===== config.mk =====
export PLATFORM = sky130hd
export DESIGN_NAME = vect_fir_sequencer
export DESIGN_NICKNAME = d
export VERILOG_FILES = /design/src/rtl/vect_fir_sequencer.sv
export SDC_FILE = /design/constraint.sdc
export NUM_CORES = 1
export LEC_CHECK = 0
export ABC_AREA = 1
export BUFFER_PORTS_ARGS = -buffer_cell sky130_fd_sc_hd__buf_2
export CELL_PAD_IN_SITES_DETAIL_PLACEMENT = 1
export CELL_PAD_IN_SITES_GLOBAL_PLACEMENT = 1
export CORE_MARGIN = 4
export CORE_UTILIZATION = 38
export CTS_CLUSTER_DIAMETER = 30
export DETAILED_ROUTE_END_ITERATION = 7
export PLACE_DENSITY_LB_ADDON = 0.1
export SYNTH_ARGS = -nofsm -noshare
export SYNTH_HDL_FRONTEND = slang
export SYNTH_SLANG_ARGS = --single-unit

===== constraint.sdc =====
create_clock -name clk -period 4.3 [get_ports clk]
set_clock_uncertainty 0.05 [all_clocks]
set_input_delay 0.86 -clock clk [delete_from_list [all_inputs] [get_ports clk]]
set_output_delay 0.86 -clock clk [all_outputs]
set_load 0.01 [all_outputs]

===== src/rtl/vect_fir_sequencer.sv =====
// vect_fir_sequencer
//   Drives an external combinational M-lane vector ALU through one FIR output block.
//   For each tap k it reads sample/coef vectors at base+k, issues MULI, and accumulates
//   the sign-extended lane products. When all taps are done it issues an arithmetic
//   right shift of the reduced accumulators and holds the result until it is accepted.
//
// Ports
//   clk, rst_n                       clock, asynchronous active-low reset
//   start, abort                     job request (IDLE only) / synchronous kill
//   cfg_taps, cfg_shift              tap count 1..TAPS_MAX, output right shift
//   cfg_smp_base, cfg_coef_base      memory base addresses
//   mem_rd_en, smp_addr, coef_addr   read strobe and addresses (data returns next cycle)
//   smp_rdata, coef_rdata            vectors read from memory (lane i = [i*N +: N])
//   alu_a, alu_b, alu_ctrl           ALU operands and opcode
//   alu_result, alu_flags            ALU result and {neg,zero,carry,ovf} per lane
//   busy, cfg_err                    job in flight / rejected-start pulse
//   out_valid, out_ready             output handshake
//   out_data, out_carry              scaled vector, per-lane sticky MULI carry
//
// Build option
//   VSEQ_SAT_EN  when defined, accumulators are clamped to the signed N-bit range before
//                the shift; otherwise the low N bits are used (two's-complement wrap).

module vect_fir_sequencer #(
    parameter int unsigned N        = 8,
    parameter int unsigned M        = 4,
    parameter int unsigned TAPS_MAX = 16,
    parameter int unsigned AW       = 8,
    parameter int unsigned ACC_W    = N + 5
) (
    input  logic           clk,
    input  logic           rst_n,
    input  logic           start,
    input  logic           abort,
    input  logic [4:0]     cfg_taps,
    input  logic [2:0]     cfg_shift,
    input  logic [AW-1:0]  cfg_smp_base,
    input  logic [AW-1:0]  cfg_coef_base,
    output logic           mem_rd_en,
    output logic [AW-1:0]  smp_addr,
    output logic [AW-1:0]  coef_addr,
    input  logic [M*N-1:0] smp_rdata,
    input  logic [M*N-1:0] coef_rdata,
    output logic [M*N-1:0] alu_a,
    output logic [M*N-1:0] alu_b,
    output logic [3:0]     alu_ctrl,
    input  logic [M*N-1:0] alu_result,
    input  logic [4*M-1:0] alu_flags,
    output logic           busy,
    output logic           cfg_err,
    output logic           out_valid,
    input  logic           out_ready,
    output logic [M*N-1:0] out_data,
    output logic [M-1:0]   out_carry
);

    localparam logic [3:0]       OpIdle  = 4'b0000;
    localparam logic [3:0]       OpMuli  = 4'b0010;
    localparam logic [3:0]       OpAsr   = 4'b0011;
    localparam logic [4:0]       TapsMax = 5'(TAPS_MAX);
    localparam logic signed [ACC_W-1:0] SatMax = ACC_W'((1 << (N - 1)) - 1);
    localparam logic signed [ACC_W-1:0] SatMin = ~SatMax;

    typedef enum logic [2:0] {StIdle, StRd, StMul, StScale, StOut} state_e;

    state_e                    state_q;
    logic [4:0]                taps_q;
    logic [2:0]                shift_q;
    logic [AW-1:0]             smp_base_q;
    logic [AW-1:0]             coef_base_q;
    logic [4:0]                k_q;
    logic signed [ACC_W-1:0]   acc_q [M];
    logic [M-1:0]              carry_q;

    // Narrow an accumulator to an N-bit ALU operand.
    function automatic logic [N-1:0] reduce(input logic signed [ACC_W-1:0] a);
`ifdef VSEQ_SAT_EN
        if (a > SatMax) begin
            return SatMax[N-1:0];
        end else if (a < SatMin) begin
            return SatMin[N-1:0];
        end
        return a[N-1:0];
`else
        return a[N-1:0];
`endif
    endfunction

    // Memory and ALU controls decode straight from the state register; the ALU is
    // combinational, so its result is consumed in the same cycle the op is issued.
    always_comb begin
        mem_rd_en = 1'b0;
        smp_addr  = '0;
        coef_addr = '0;
        alu_a     = '0;
        alu_b     = '0;
        alu_ctrl  = OpIdle;
        case (state_q)
            StRd: begin
                mem_rd_en = 1'b1;
                smp_addr  = smp_base_q + AW'(k_q);
                coef_addr = coef_base_q + AW'(k_q);
            end
            StMul: begin
                alu_a    = smp_rdata;
                alu_b    = coef_rdata;
                alu_ctrl = OpMuli;
            end
            StScale: begin
                for (int i = 0; i < M; i++) begin
                    alu_a[i*N +: N] = reduce(acc_q[i]);
                    alu_b[i*N +: N] = N'(shift_q);
                end
                alu_ctrl = OpAsr;
            end
            default: ;
        endcase
    end

    always_ff @(posedge clk or negedge rst_n) begin
        if (!rst_n) begin
            state_q     <= StIdle;
            taps_q      <= '0;
            shift_q     <= '0;
            smp_base_q  <= '0;
            coef_base_q <= '0;
            k_q         <= '0;
            carry_q     <= '0;
            for (int i = 0; i < M; i++) acc_q[i] <= '0;
            busy        <= 1'b0;
            cfg_err     <= 1'b0;
            out_valid   <= 1'b0;
            out_data    <= '0;
            out_carry   <= '0;
        end else begin
            cfg_err <= 1'b0;
            if (abort && state_q != StIdle) begin
                // Kill wins over everything, including a same-cycle output transfer.
                state_q   <= StIdle;
                busy      <= 1'b0;
                out_valid <= 1'b0;
                k_q       <= '0;
                carry_q   <= '0;
                for (int i = 0; i < M; i++) acc_q[i] <= '0;
            end else begin
                case (state_q)
                    StIdle: begin
                        if (start) begin
                            if (cfg_taps != 5'd0 && cfg_taps <= TapsMax) begin
                                taps_q      <= cfg_taps;
                                shift_q     <= cfg_shift;
                                smp_base_q  <= cfg_smp_base;
                                coef_base_q <= cfg_coef_base;
                                k_q         <= '0;
                                carry_q     <= '0;
                                for (int i = 0; i < M; i++) acc_q[i] <= '0;
                                busy        <= 1'b1;
                                state_q     <= StRd;
                            end else begin
                                cfg_err <= 1'b1;
                            end
                        end
                    end
                    StRd: state_q <= StMul;
                    StMul: begin
                        for (int i = 0; i < M; i++) begin
                            acc_q[i] <= acc_q[i] +
                                {{(ACC_W-N){alu_result[i*N+N-1]}}, alu_result[i*N +: N]};
                            carry_q[i] <= carry_q[i] | alu_flags[4*i+1];
                        end
                        k_q     <= k_q + 5'd1;
                        state_q <= (k_q == taps_q - 5'd1) ? StScale : StRd;
                    end
                    StScale: begin
                        out_data  <= alu_result;
                        out_carry <= carry_q;
                        out_valid <= 1'b1;
                        state_q   <= StOut;
                    end
                    StOut: begin
                        if (out_ready) begin
                            out_valid <= 1'b0;
                            busy      <= 1'b0;
                            state_q   <= StIdle;
                        end
                    end
                    default: state_q <= StIdle;
                endcase
            end
        end
    end

endmodule

### Yosys cells after proc, flatten, opt, wreduce, memory -nomap -nowiden

Index checks and enable logic that the tools add are counted.

* bits in registers: 127
* input port bits: 141
* output and inout bits: 124
* logic and storage cells: 87

* add/sub/neg operators: 8
* magnitude comparators: 1
* eq/ne operators: 8
* muxes and demuxes: 35
* bitwise gates (word level): 5
* reduce and logical (&&, ||, !) cells: 14

Operator list (count)
* $mux 52: 3
* $pmux 32 s2: 2
* $pmux 52 s2: 1
* $add 13x13->13: 4
* $add 8x5->8: 2
* $mux 8: 2
* $mux 5: 3
* $pmux 3 s5: 1
* $mux 3: 4
* $mux 4: 3
* $reduce_bool 3->1: 4
* $mux 1: 10
* $pmux 5 s2: 1
* $ne 3x3->1 const B: 3
* $pmux 4 s2: 1
* $reduce_and 4->1: 2
* $eq 3x2->1 const B: 2
* $reduce_and 3->1: 2
* $add 5x1->5 const B: 1
* $eq 5x5->1: 1
* $le 5x5->1 const B: 1
* $reduce_bool 5->1: 1
* $sub 5x1->5 const B: 1
* $or 1x1->1: 4
* 9 further kinds: 12

### Longest topological paths before layout

* depth after elaboration: 6
* gate-level depth with buffers: 11
* mapped depth without buffers: 11

### Worst setup path before layout

No wires, ideal clock.

* kind: reg2out
* start point: register k_q[0]
* end point: output port coef_addr[6]
* data arrival time: 1.594 ns
* data required time: 3.390 ns
* setup slack: 1.796 ns
* stages on the path, launching flop included: 10
* path buffers: 0
* path through: dfrtp_1 ha_1 fa_1 nand3_1 nand2_1 nand2_1 nand2_1 nand2_1 nor2_1 nor2_1

* longest elaborated chain between the ends: 2

Ends and longest elaborated chain
* start: declaration: RTL line 71 `logic [4:0] k_q;`
* start signal: assignment: RTL line 171 `k_q <= k_q + 5'd1;`
* $add 8x5->8: RTL line 102 `coef_addr = coef_base_q + AW'(k_q);`
* $mux 8: RTL line 98 `case (state_q)`
* end: declaration: RTL line 41 `output logic [AW-1:0] coef_addr,`

Every way passes these cells.

### Worst setup path after layout

* start point: register state_q[1]
* end point: output port alu_b[26]

* longest elaborated chain between the ends: 2
* elaborated cells on any way between the ends: 3
* classes of those cells: eq/ne (2); mux (1)

Ends and longest elaborated chain
* start: declaration: RTL line 66 `state_e state_q;`
* start signal: assignment: RTL line 122 `state_q <= StIdle;`
* start signal: assignment: RTL line 139 `state_q <= StIdle;`
* start signal: assignment: RTL line 158 `state_q <= StRd;`
* $eq 3x2->1: RTL line 98
* $pmux 32 s2 (*): RTL line 98
* end: declaration: RTL line 45 `output logic [M*N-1:0] alu_b,`

Mark *: on every way between the ends. The rest lies on a longest branch, timed or not.

==> summary.txt <==
HP Class: register to register
Final Cell Area: 8790 µm²
Die Y-Extent: 144 µm
Ant diodes: 0
Post-layout nets: 1338
Number of global-route vias before repair: 6888
Area Growth Syn to Fin: 24.9%
Top cell by count, worst path: nand2_1
Mean Syn Cell Area: 7.71 µm²
CTS Root Cell: clkbuf_16
Post-synthesis cell count: 912
Final number of setup-violating endpoints: 0
Drt wl/cell: 15.2 µm
Area of the core region: 18100 µm²
Hold_buf cts: 0
Drt total wl: 21100 µm
Endpoints failing hold: 0
Post-CTS Setup Inserts: 0
Detailed Routing Iterations Pass 1: 4
Period utilization: 0.739
Max frequency: 315 MHz
First-pass GRT wire length: 34000 µm
Worst EP arrival: 2.27 ns
# IOs: 265
Critical path type: register to output port
Buffer and inverter count on the worst path: 3
Critical path fanouts, max: 34
CTS tree: done
Clock-pin slew on the worst setup and hold paths: 0.08 ns
VDD IR max: 214 µV
Initial DRC count: 217
Synth top area cells: dfrtp_1, nand2_1, ha_1
Cell Area, Synth: 7030 µm²
Yosys warns: 0
Initial antenna violation count: 0
Critical path endpoint category: output port
Post-DR vias/cell: 4.91
Final TNS setup: 0 ns
CTS buffer count: 9
Status: finished clean
WP data required: 3.39 ns
Fraction of layout cells with a size suffix above 1: 0.279
RSZ-0062 raised after global routing: false
Post-synth top area share: 0.381
Flops & latches, synth: 107
Total GRT Usage: 0.204
Final period demand of the worst path: 3.18 ns
Final worst setup slack: 1.12 ns
Htree depth: 3
Initial core utilization: 0.389
ANT nets after route: 0
Gpl congestion: 0.782
Sequential share of the synthesized area: 0.381
Filler cells: 2355
CP max stage delay: 0.58 ns
Rel. slew slack: 0.371
CP delay by family, top: buffers and inverters
DPL Wire Length: 15900 µm
Grt ovf: 0
Most common cell after layout, fill and taps aside: nand2_1
Vias post-DR: 6796
Bufs on Longest Clock Path: 2
Worst setup SP type: register
Dpl cell area: 8480 µm²
Cell taking the most area after synthesis: dfrtp_1
Largest net degree at the start of global routing: 59
Post-CTS sizing: 0
Die W: 144 µm
Pwr dens: 580 nW/µm²
Worst skew pair latency: 0.36 ns
Pleak: 5.44 nW
IO Port Bufs: 250
MaxCap Viol Count: 0
Dpl ws: 1.47 ns
Rows: 49
Slowest cell on the critical path: inv_2
Most frequent cells in the layout: nand2_1, buf_2, inv_1
Die ar.: 20700 µm²
DRC Markers: 0
Post-synthesis cell type count: 31
CP Cell Sequence: inv_1 > nor2_2 > nand2_2 > inv_2 > nand2_1 > nand2_1 > buf_2
Clock Sinks: 107
Max Slew Vio Count: 0
Worst-margin pin slew: 0.943 ns
[synthesized netlist by cell type]
| library cell | instances |
|---|---|
| nor2_2 | 2 |
| dfrtp_1 | 107 |
| conb_1 | 1 |
| nor3_1 | 1 |
| a21o_1 | 4 |
| a21oi_1 | 35 |
| inv_1 | 131 |
| nor3b_1 | 1 |
| nand2_2 | 2 |
| o211ai_1 | 5 |
| nor2_1 | 66 |
| clkinv_1 | 2 |
| inv_2 | 1 |
| buf_2 | 11 |
| fa_1 | 6 |
| mux2_2 | 1 |
| buf_6 | 4 |
| mux2_4 | 30 |
| o21ai_0 | 29 |
| xnor2_1 | 8 |
| a22o_1 | 28 |
| or2_2 | 11 |
| nand2_1 | 285 |
| nand4_1 | 23 |
| nand3b_1 | 3 |
| nand3_1 | 55 |
| mux2_1 | 1 |
| clkbuf_1 | 12 |
| buf_4 | 2 |
| o21ai_1 | 5 |
| ha_1 | 40 |
[per-stage QoR]
step	util	cells	hold WS [ns]	total power, mW
finish	0.486	1385	0.433	5.10
global route	0.486	1385	0.451	5.58
CTS	0.486	1385	0.439	5.18
detailed placement	0.469	1369	0.421	4.27
global placement	0.469	1369	0.417	4.19
floorplan	-	913	0.403	3.38
[area by class of cell]
| class | count | area [µm²] | area share |
|---|---|---|---|
| multi-input combinational | 643 | 3700 | 0.422 |
| clock inverter | 5 | 60.1 | 0.00684 |
| tap | 229 | 287 | 0.0326 |
| timing repair buffer | 256 | 1310 | 0.149 |
| inverter | 134 | 503 | 0.0572 |
| clock buffer | 11 | 243 | 0.0276 |
| sequential | 107 | 2680 | 0.305 |
[logic make-up after synthesis]
| logic type | synth area share |
|---|---|
| AND/OR/NAND/NOR | 0.265 |
| buffers and inverters | 0.0943 |
| flip-flops | 0.381 |
| AO/OA/AOI/OAI | 0.0936 |
| adder cells (fa/ha/maj) | 0.0883 |
| multiplexers | 0.0673 |
| XOR/XNOR | 0.00996 |
| other | 0.000533 |
[sequential cells by signal, indices dropped and copies added (netlist names)]
signal       cells
out_carry        4
cfg_err          1
shift_q          3
smp_base_q       8
acc_q           32
k_q              5
out_valid        1
coef_base_q      8
state_q          3
carry_q          4
taps_q           5
busy             1
out_data        32
[final timing paths]
path	from	end	depth (start not counted)	slack (ns)
worst max register to register	state_q[1]$_DFFE_PN0P_	out_carry[3]$_DFFE_PN0P_	7	2.01
min in group asynchronous	rst_n	coef_base_q[6]$_DFFE_PN0P_	1	0.54
worst max-delay path	state_q[1]$_DFFE_PN0P_	alu_b[26]	7	1.12
worst min register to register	out_data[1]$_DFFE_PN0P_	out_data[1]$_DFFE_PN0P_	2	0.43
max in group asynchronous	rst_n	out_carry[3]$_DFFE_PN0P_	2	2.91
worst min-delay path	out_data[1]$_DFFE_PN0P_	out_data[1]$_DFFE_PN0P_	2	0.43
[metal layers]
layer / track usage / share of wire / vias to the layer above
li1: - / - / 3392
met1: 0.270 / 0.45 / 3226
met2: 0.347 / 0.48 / 160
met3: 0.0357 / 0.055 / 18
met4: 0.0520 / 0.012 / 0
met5: 0 / 0 / -
[tightest hold or removal path: stages (launching register included)]
cell,delay (ns)
dfrtp_1,0.35
nand2_1,0.05
o21ai_0,0.05
[report_power, final]
part | internal (mW) | leakage (nW) | switching, mW | total, mW
logic | 1.04 | 3.92 | 1.44 | 2.48
clock network | 0.472 | 0.147 | 0.398 | 0.871
registers | 1.42 | 1.38 | 0.323 | 1.74
total | 2.93 | 5.44 | 2.16 | 5.10
(Power assumes the default switching activity.)
